--- src/rtl/result_sel_pipe.sv ---
// result_sel_pipe: one-hot operand selector feeding a single-stage registered
// output buffer with valid/ready handshaking on both sides.
//
// Ports:
//   clk        - clock, rising edge
//   rst        - asynchronous active-high reset
//   in_bus     - NSEL packed operand slices, slice i = in_bus[i*WIDTH +: WIDTH]
//   sel        - one-hot operation select
//   in_valid   - in_bus/sel valid this cycle
//   in_ready   - block accepts a transfer this cycle
//   res        - registered selected result
//   res_valid  - res holds an unconsumed result
//   out_ready  - downstream consumes res this cycle
//   res_zero   - registered flag, res == 0
//   res_neg    - registered flag, res MSB
//   sel_err    - registered flag, captured sel was not legal one-hot
//   err_sticky - set by any illegal-select capture, cleared by clr_err
//   err_cnt    - saturating count of illegal-select captures
//   clr_err    - synchronous clear of err_sticky and err_cnt
module result_sel_pipe #(
  parameter int WIDTH     = 16,
  parameter int NSEL      = 12,
  parameter int CLEAR_IDX = NSEL - 1,
  parameter int ERRW      = 8
) (
  input  logic                  clk,
  input  logic                  rst,
  input  logic [NSEL*WIDTH-1:0] in_bus,
  input  logic [NSEL-1:0]       sel,
  input  logic                  in_valid,
  output logic                  in_ready,
  output logic [WIDTH-1:0]      res,
  output logic                  res_valid,
  input  logic                  out_ready,
  output logic                  res_zero,
  output logic                  res_neg,
  output logic                  sel_err,
  output logic                  err_sticky,
  output logic [ERRW-1:0]       err_cnt,
  input  logic                  clr_err
);

  localparam int unsigned CLR = CLEAR_IDX;

  logic             sel_legal;
  logic [WIDTH-1:0] pick;
  logic [WIDTH-1:0] res_next;
  logic             accept;
  logic             bad_accept;

  // Exactly one bit set: non-zero and clearing the lowest set bit leaves zero.
  assign sel_legal = (sel != '0) && ((sel & (sel - NSEL'(1))) == '0);

  // AND-OR mux; gating with sel_legal keeps multi-hot selects from merging slices.
  always_comb begin
    pick = '0;
    for (int unsigned i = 0; i < NSEL; i++) begin
      if (sel[i] && (i != CLR)) begin
        pick = pick | in_bus[i*WIDTH +: WIDTH];
      end
    end
    res_next = sel_legal ? pick : '0;
  end

  assign in_ready   = !res_valid || out_ready;
  assign accept     = in_valid && in_ready;
  assign bad_accept = accept && !sel_legal;

  always_ff @(posedge clk or posedge rst) begin
    if (rst) begin
      res       <= '0;
      res_valid <= 1'b0;
      res_zero  <= 1'b0;
      res_neg   <= 1'b0;
      sel_err   <= 1'b0;
    end else if (accept) begin
      res       <= res_next;
      res_valid <= 1'b1;
      res_zero  <= (res_next == '0);
      res_neg   <= res_next[WIDTH-1];
      sel_err   <= !sel_legal;
    end else if (out_ready) begin
      res_valid <= 1'b0;
    end
  end

  // Clear wins over history but not over an illegal capture in the same cycle.
  always_ff @(posedge clk or posedge rst) begin
    if (rst) begin
      err_sticky <= 1'b0;
      err_cnt    <= '0;
    end else if (clr_err) begin
      err_sticky <= bad_accept;
      err_cnt    <= bad_accept ? ERRW'(1) : '0;
    end else if (bad_accept) begin
      err_sticky <= 1'b1;
      if (err_cnt != '1) begin
        err_cnt <= err_cnt + ERRW'(1);
      end
    end
  end

endmodule

--- config.mk ---
export PLATFORM = sky130hd
export DESIGN_NAME = result_sel_pipe
export DESIGN_NICKNAME = d
export VERILOG_FILES = /design/src/rtl/result_sel_pipe.sv
export SDC_FILE = /design/constraint.sdc
export NUM_CORES = 1
export LEC_CHECK = 0
export ABC_AREA = 1
export BUFFER_PORTS_ARGS = -buffer_cell sky130_fd_sc_hd__buf_2
export CAP_MARGIN = 30
export CORE_ASPECT_RATIO = 1.4
export CORE_MARGIN = 5
export CORE_UTILIZATION = 39
export DETAILED_ROUTE_END_ITERATION = 8
export PLACE_DENSITY = 0.82
export SETUP_SLACK_MARGIN = 0.3
export SYNTH_ARGS = -nofsm -noshare
export SYNTH_HDL_FRONTEND = slang
export SYNTH_SLANG_ARGS = --single-unit
--- constraint.sdc ---
create_clock -name clk -period 1.78 [get_ports clk]
set_clock_uncertainty 0.15 [all_clocks]
set_input_delay 0.356 -clock clk [delete_from_list [all_inputs] [get_ports clk]]
set_output_delay 0.356 -clock clk [all_outputs]
set_load 0.05 [all_outputs]
; Word level (Yosys, flattened, before mapping)
; Index checks and enable logic that the tools add are counted.
[totals]
regBits = 29
inputBits = 209
word_cells = 54
[op_classes]
add_sub_neg = 2
eq_ne = 1
muxes = 20
bitwise = 11
n_reduce_logical = 13
[op_table]
columns = op, n
row1 = $mux W16, 12
row2 = $or A16 B16 Y16, 10
row3 = $mux W8, 3
row4 = $logic_not A16 Y1, 1
row5 = $and A12 B12 Y12, 1
row6 = $logic_not A12 Y1, 1
row7 = $reduce_bool A12 Y1, 1
row8 = $sub A12 B1 Y12 const B, 1
row9 = $add A8 B1 Y8 const B, 1
row10 = $ne A8 B8 Y1 const B, 1
row11 = $reduce_bool A2 Y1, 3
row12 = $mux W1, 5
row13 = $logic_and A1 B1 Y1, 3
row14 = $logic_not A1 Y1, 2
row15 = $reduce_and A2 Y1, 1
row16 = $logic_or A1 B1 Y1, 1

; Logic depth before layout (Yosys ltp)
[depth]
ltp_word = 23
depth_mapped = 16

; Worst setup path before layout
; OpenSTA, ideal clock, no wires.
[synth_path]
kind = flip-flop to flip-flop
start = reg res_valid
end = reg err_cnt[5]
t_arrival_ps = 1975
required_ps = 1556
path_slack_ps = -419
stages_incl_launch_ff = 10
n_path_buf = 1
path_cell_list = dfrtp_1 nand2_1 nand2_1 clkinv_1 nand2_4 nand2_1 nand2_2 buf_6 nand2_1 o21ai_2
[synth_via]
elab_chain_cells = 6
[synth_rtl]
columns = item, line
row1 = start: declaration, 33  ; output logic res_valid,
row2 = start signal: assignment, 72  ; res_valid <= 1'b0;
row3 = start signal: assignment, 78  ; res_valid <= 1'b1;
row4 = start signal: assignment, 83  ; res_valid <= 1'b0;
row5 = $logic_not A1 Y1, 65  ; assign in_ready = !res_valid || out_ready;
row6 = $logic_or A1 B1 Y1, 65
row7 = named net in_ready, 31  ; output logic in_ready,
row8 = $logic_and A1 B1 Y1, 66  ; assign accept = in_valid && in_ready;
row9 = $logic_and A1 B1 Y1, 67  ; assign bad_accept = accept && !sel_legal;
row10 = $reduce_bool A2 Y1 (no line), n/a
row11 = $reduce_and A2 Y1 (no line), n/a
row12 = end signal: assignment, 94  ; err_cnt <= bad_accept ? ERRW'(1) : '0;
row13 = end signal: assignment, 98  ; err_cnt <= err_cnt + ERRW'(1);
row14 = end: declaration, 39  ; output logic [ERRW-1:0] err_cnt,
; The timed path passes the listed nets, and every way through them passes these cells.
; A chain may end at the register's enable or synchronous reset.

; Worst setup path after layout
[layout_path]
start = reg err_cnt[0]
end = reg err_cnt[6]
[layout_via]
elab_chain_cells = 4
word_cells_on_any_way = 7
cone_classes = add/sub (1) / eq/ne (1) / mux (3) / reduce/logical (2)
[layout_rtl]
columns = item, line
row1 = $add A8 B1 Y8, 98
row2 = $mux W8, 97  ; if (err_cnt != '1) begin
row3 = $mux W8, 95  ; end else if (bad_accept) begin
row4 = $mux W8, 92  ; end else if (clr_err) begin
; Several ways; a longest one is shown, not always the timed one. The select of a mux whose other input is x is not followed.

==> flow_summary.json <==
{
  "endpoint": "err_cnt[6]",
  "die_y_um": 110,
  "cp_max_fo": 5,
  "final_cell_area_um2": 4810,
  "syn2layout_area_growth_pct": 74.1,
  "fill_cells": 617,
  "synth_edf_count": 0,
  "met1Wirelength_um": 4780,
  "crit_path_cell_trace": "ha_4, nand3_2, nor2_2, nand4_1, nand2_4, buf_6, nand2_2, nand2_1",
  "seq_power_share_pct": 33.7,
  "vias_per_cell": 5.11,
  "cp-end-kind": "register",
  "yosys.area.top_type": "nand2_1",
  "synthSimpleGateAreaFrac_pct": 52.1,
  "dr.first_iter.drc_count": 204,
  "cts-root-buf": "clkbuf_8",
  "gr-total-overflow": 0,
  "sw_frac_of_total_pct": 37.0,
  "synth-xor-area-share_pct": 1.59,
  "grt_max_degree": 29,
  "n_antenna_cell": 0,
  "hp-class": "input port to register",
  "worst-path-buf-inv": 1,
  "worstPathArrival_ns": 1.80,
  "wl_met2_um": 7310,
  "grt_pass1_vias": 4405,
  "port_buffers": 222,
  "clk_latency_ns": 0.28,
  "whs_ns": 0.219,
  "final_nets": 955,
  "grt_setup_unrepaired": "true",
  "ys_seq_area_share_pct": 25.4,
  "tritoncts": "done",
  "ir_drop_uv": 314,
  "clock_power_share_pct": 17.3,
  "coreArea_um2": 6940,
  "synth_nets": 684,
  "r2r-start": "err_cnt[0]",
  "power.switching_w": 0.000756,
  "cts.path.max_buffers": 2,
  "required_ns": 1.85,
  "synth-seq-cells": 28,
  "grt_pass1_wl_um": 20700,
  "muxShareOfSynthArea_pct": 0,
  "synth_top_family_by_area": "simple AND/OR/NAND/NOR gates",
  "crit_start": "err_cnt[0]",
  "r2r_cells": 8,
  "initial_core_util_pct": 39.8,
  "p_int_w": 0.00129,
  "cp-start-kind": "register",
  "finalWirelength_um": 13900,
  "placed_cell_area_um2": 4390,
  "post-route-min-period_ns": 1.73,
  "outcome": "finished clean",
  "r2r_end": "err_cnt[6]",
  "synth_top_area_share_pct": 34.8,
  "critPathTopFamily": "simple AND/OR/NAND/NOR gates",
  "layout-drive-gt1-share_pct": 47.8,
  "routedWlPerCell_um": 16.5,
  "num_rows": 36,
  "cts.clk_slew.worst_paths_ns": 0.09,
  "die_x_um": 81.1,
  "antenna_found_initial": 1,
  "synth_area_um2": 2760,
  "drcViolationCount": 0,
  "r2r_slack_ns": 0.05,
  "fin_crit_sh_pct": 97.3,
  "max_freq_mhz": 577,
  "setup_violations": 0,
  "power_frac_comb_pct": 49.0,
  "leakage_nw": 2.80,
  "ant_nets": 0,
  "cts_buffers": 3,
  "synth_area_leaders": "nand2_1 35%, dfrtp_1 25%, nand3_1 8.2%",
  "max_stage_delay_ns": 0.42,
  "top_layer": "met5",
  "avgSynthCellArea_um2": 5.83,
  "ys_types": 32,
  "setup_slack_ns": 0.0476,
  "slew_headroom_pct": 76.5,
  "synth_adder_area_share_pct": 0.453,
  "ys.flop_type": "dfrtp_1",
  "slew_viol_final": 0,
  "hold_viol": 0,
  "drtPass1Iterations": 4,
  "track_usage_pct": 30.0,
  "vias": 4290,
  "critPathSlowestCell": "dfrtp_2",
  "final_cell_mix": "244 x nand2_1, 206 x buf_2, 62 x buf_4",
  "path_depth": 8,
  "dr_wl_met3_um": 1250,
  "drv_cap": 0,
  "critical_path_class": "register to register",
  "cts.sinks": 28,
  "routabilityCongestion": 0.881,
  "async_flop_share_pct": 100,
  "synth_compound_area_share_pct": 12.0,
  "worst_slew_pin_slew_ns": 0.352,
  "place_ws_ns": -0.263,
  "layout_commonest_cell": "nand2_1",
  "power_density_nw_per_um2": 425,
  "dp_hpwl_um": 11200,
  "die-area_um2": 8890,
  "ys_warn_count": 0,
  "htreeDepth": 1,
  "synth_cells": 474,
  "ios": 239
}
## Yosys cell counts (5+ instances only)
cell / number
clkbuf_1: 11
dfrtp_1: 28
nand2_1: 256
o21ai_1: 6
nand3_1: 45
o21ai_0: 7
nor2_1: 22
xor2_1: 5
buf_6: 8
a22o_1: 6
a21oi_1: 15
a221oi_1: 8
inv_1: 12
nor3_1: 6
## registers in the layout, summed over array words and instances, names as in the netlist
signal,cells
err_cnt,8
err_sticky,1
sel_err,1
res_zero,1
res,16
res_valid,1
## how the worst min path moves through the flow
stage	start	end	slack, ns	cells past startpoint
global route	out_ready	res_valid	0.24	4
finish	out_ready	res_valid	0.22	4
detailed placement	rst	err_cnt[5]	0.28	3
global placement	rst	err_sticky	0.28	3
CTS	out_ready	res_valid	0.21	4
floorplan	rst	err_cnt[2]	0.27	1
## power by group through the flow
| stage | sequential (W) | clock (W) | combinational [W] |
|---|---|---|---|
| detailed placement | 0.000698 | 0 | 0.000860 |
| global route | 0.000692 | 0.000375 | 0.00108 |
| CTS | 0.000683 | 0.000353 | 0.000927 |
| floorplan | 0.000789 | 0 | 0.000359 |
| finish | 0.000690 | 0.000355 | 0.00100 |
| global placement | 0.000697 | 0 | 0.000849 |
## worst reg2reg max path, delay by kind of cell (launching register included)
kind / cells / cell delay, ns
adders and majority gates: 1 / 0.17
and+or+nand+nor: 6 / 0.81
DFF: 1 / 0.42
buffers and inverters: 1 / 0.13
## per-stage QoR
stage | instances | TNS [ns] | total power (W) | util [%]
after detailed placement | 824 | -3.52 | 0.00156 | 63.2
final | 839 | 0 | 0.00205 | 69.3
after global routing | 839 | -0.0225 | 0.00215 | 69.3
after global placement | 824 | -2.96 | 0.00155 | 63.2
after floorplan | 474 | -0.107 | 0.00115 | -
after CTS | 834 | 0 | 0.00196 | 66.7
## area by class of cell
class                           count  area (um2)  area share (%)
Multi-Input combinational cell    405        2050            42.6
Inverter                           13        53.8            1.12
Timing Repair Buffer              294        1840            38.2
Sequential cell                    28         708            14.7
Tap cell                           95         119            2.47
Clock buffer                        4        45.0           0.937
## timing repair
item,CTS,global route
buffers inserted,4,5
hold buffers,1,0
pin swaps,19,23
gates cloned,1,0
setup endpoints to repair,33,35
endpoints found under the hold margin,28,0
resized for setup,44,45
## metal layers
layer  vias to the layer above  global-route usage (%)
met5                         -                       0
met4                         2                    12.8
met3                        48                    8.28
met2                       225                    53.9
met1                      1949                    32.5
li1                       2066                       -
## logic make-up (layout without fill, tap and decap cells)
family / after synthesis / in the layout
compound gates: 51 / 51
xor+xnor: 5 / 5
fa+ha+maj: 1 / 1
buf+inv: 42 / 311
flops: 28 / 28
simple gates: 347 / 348
(Power assumes the default switching activity.)
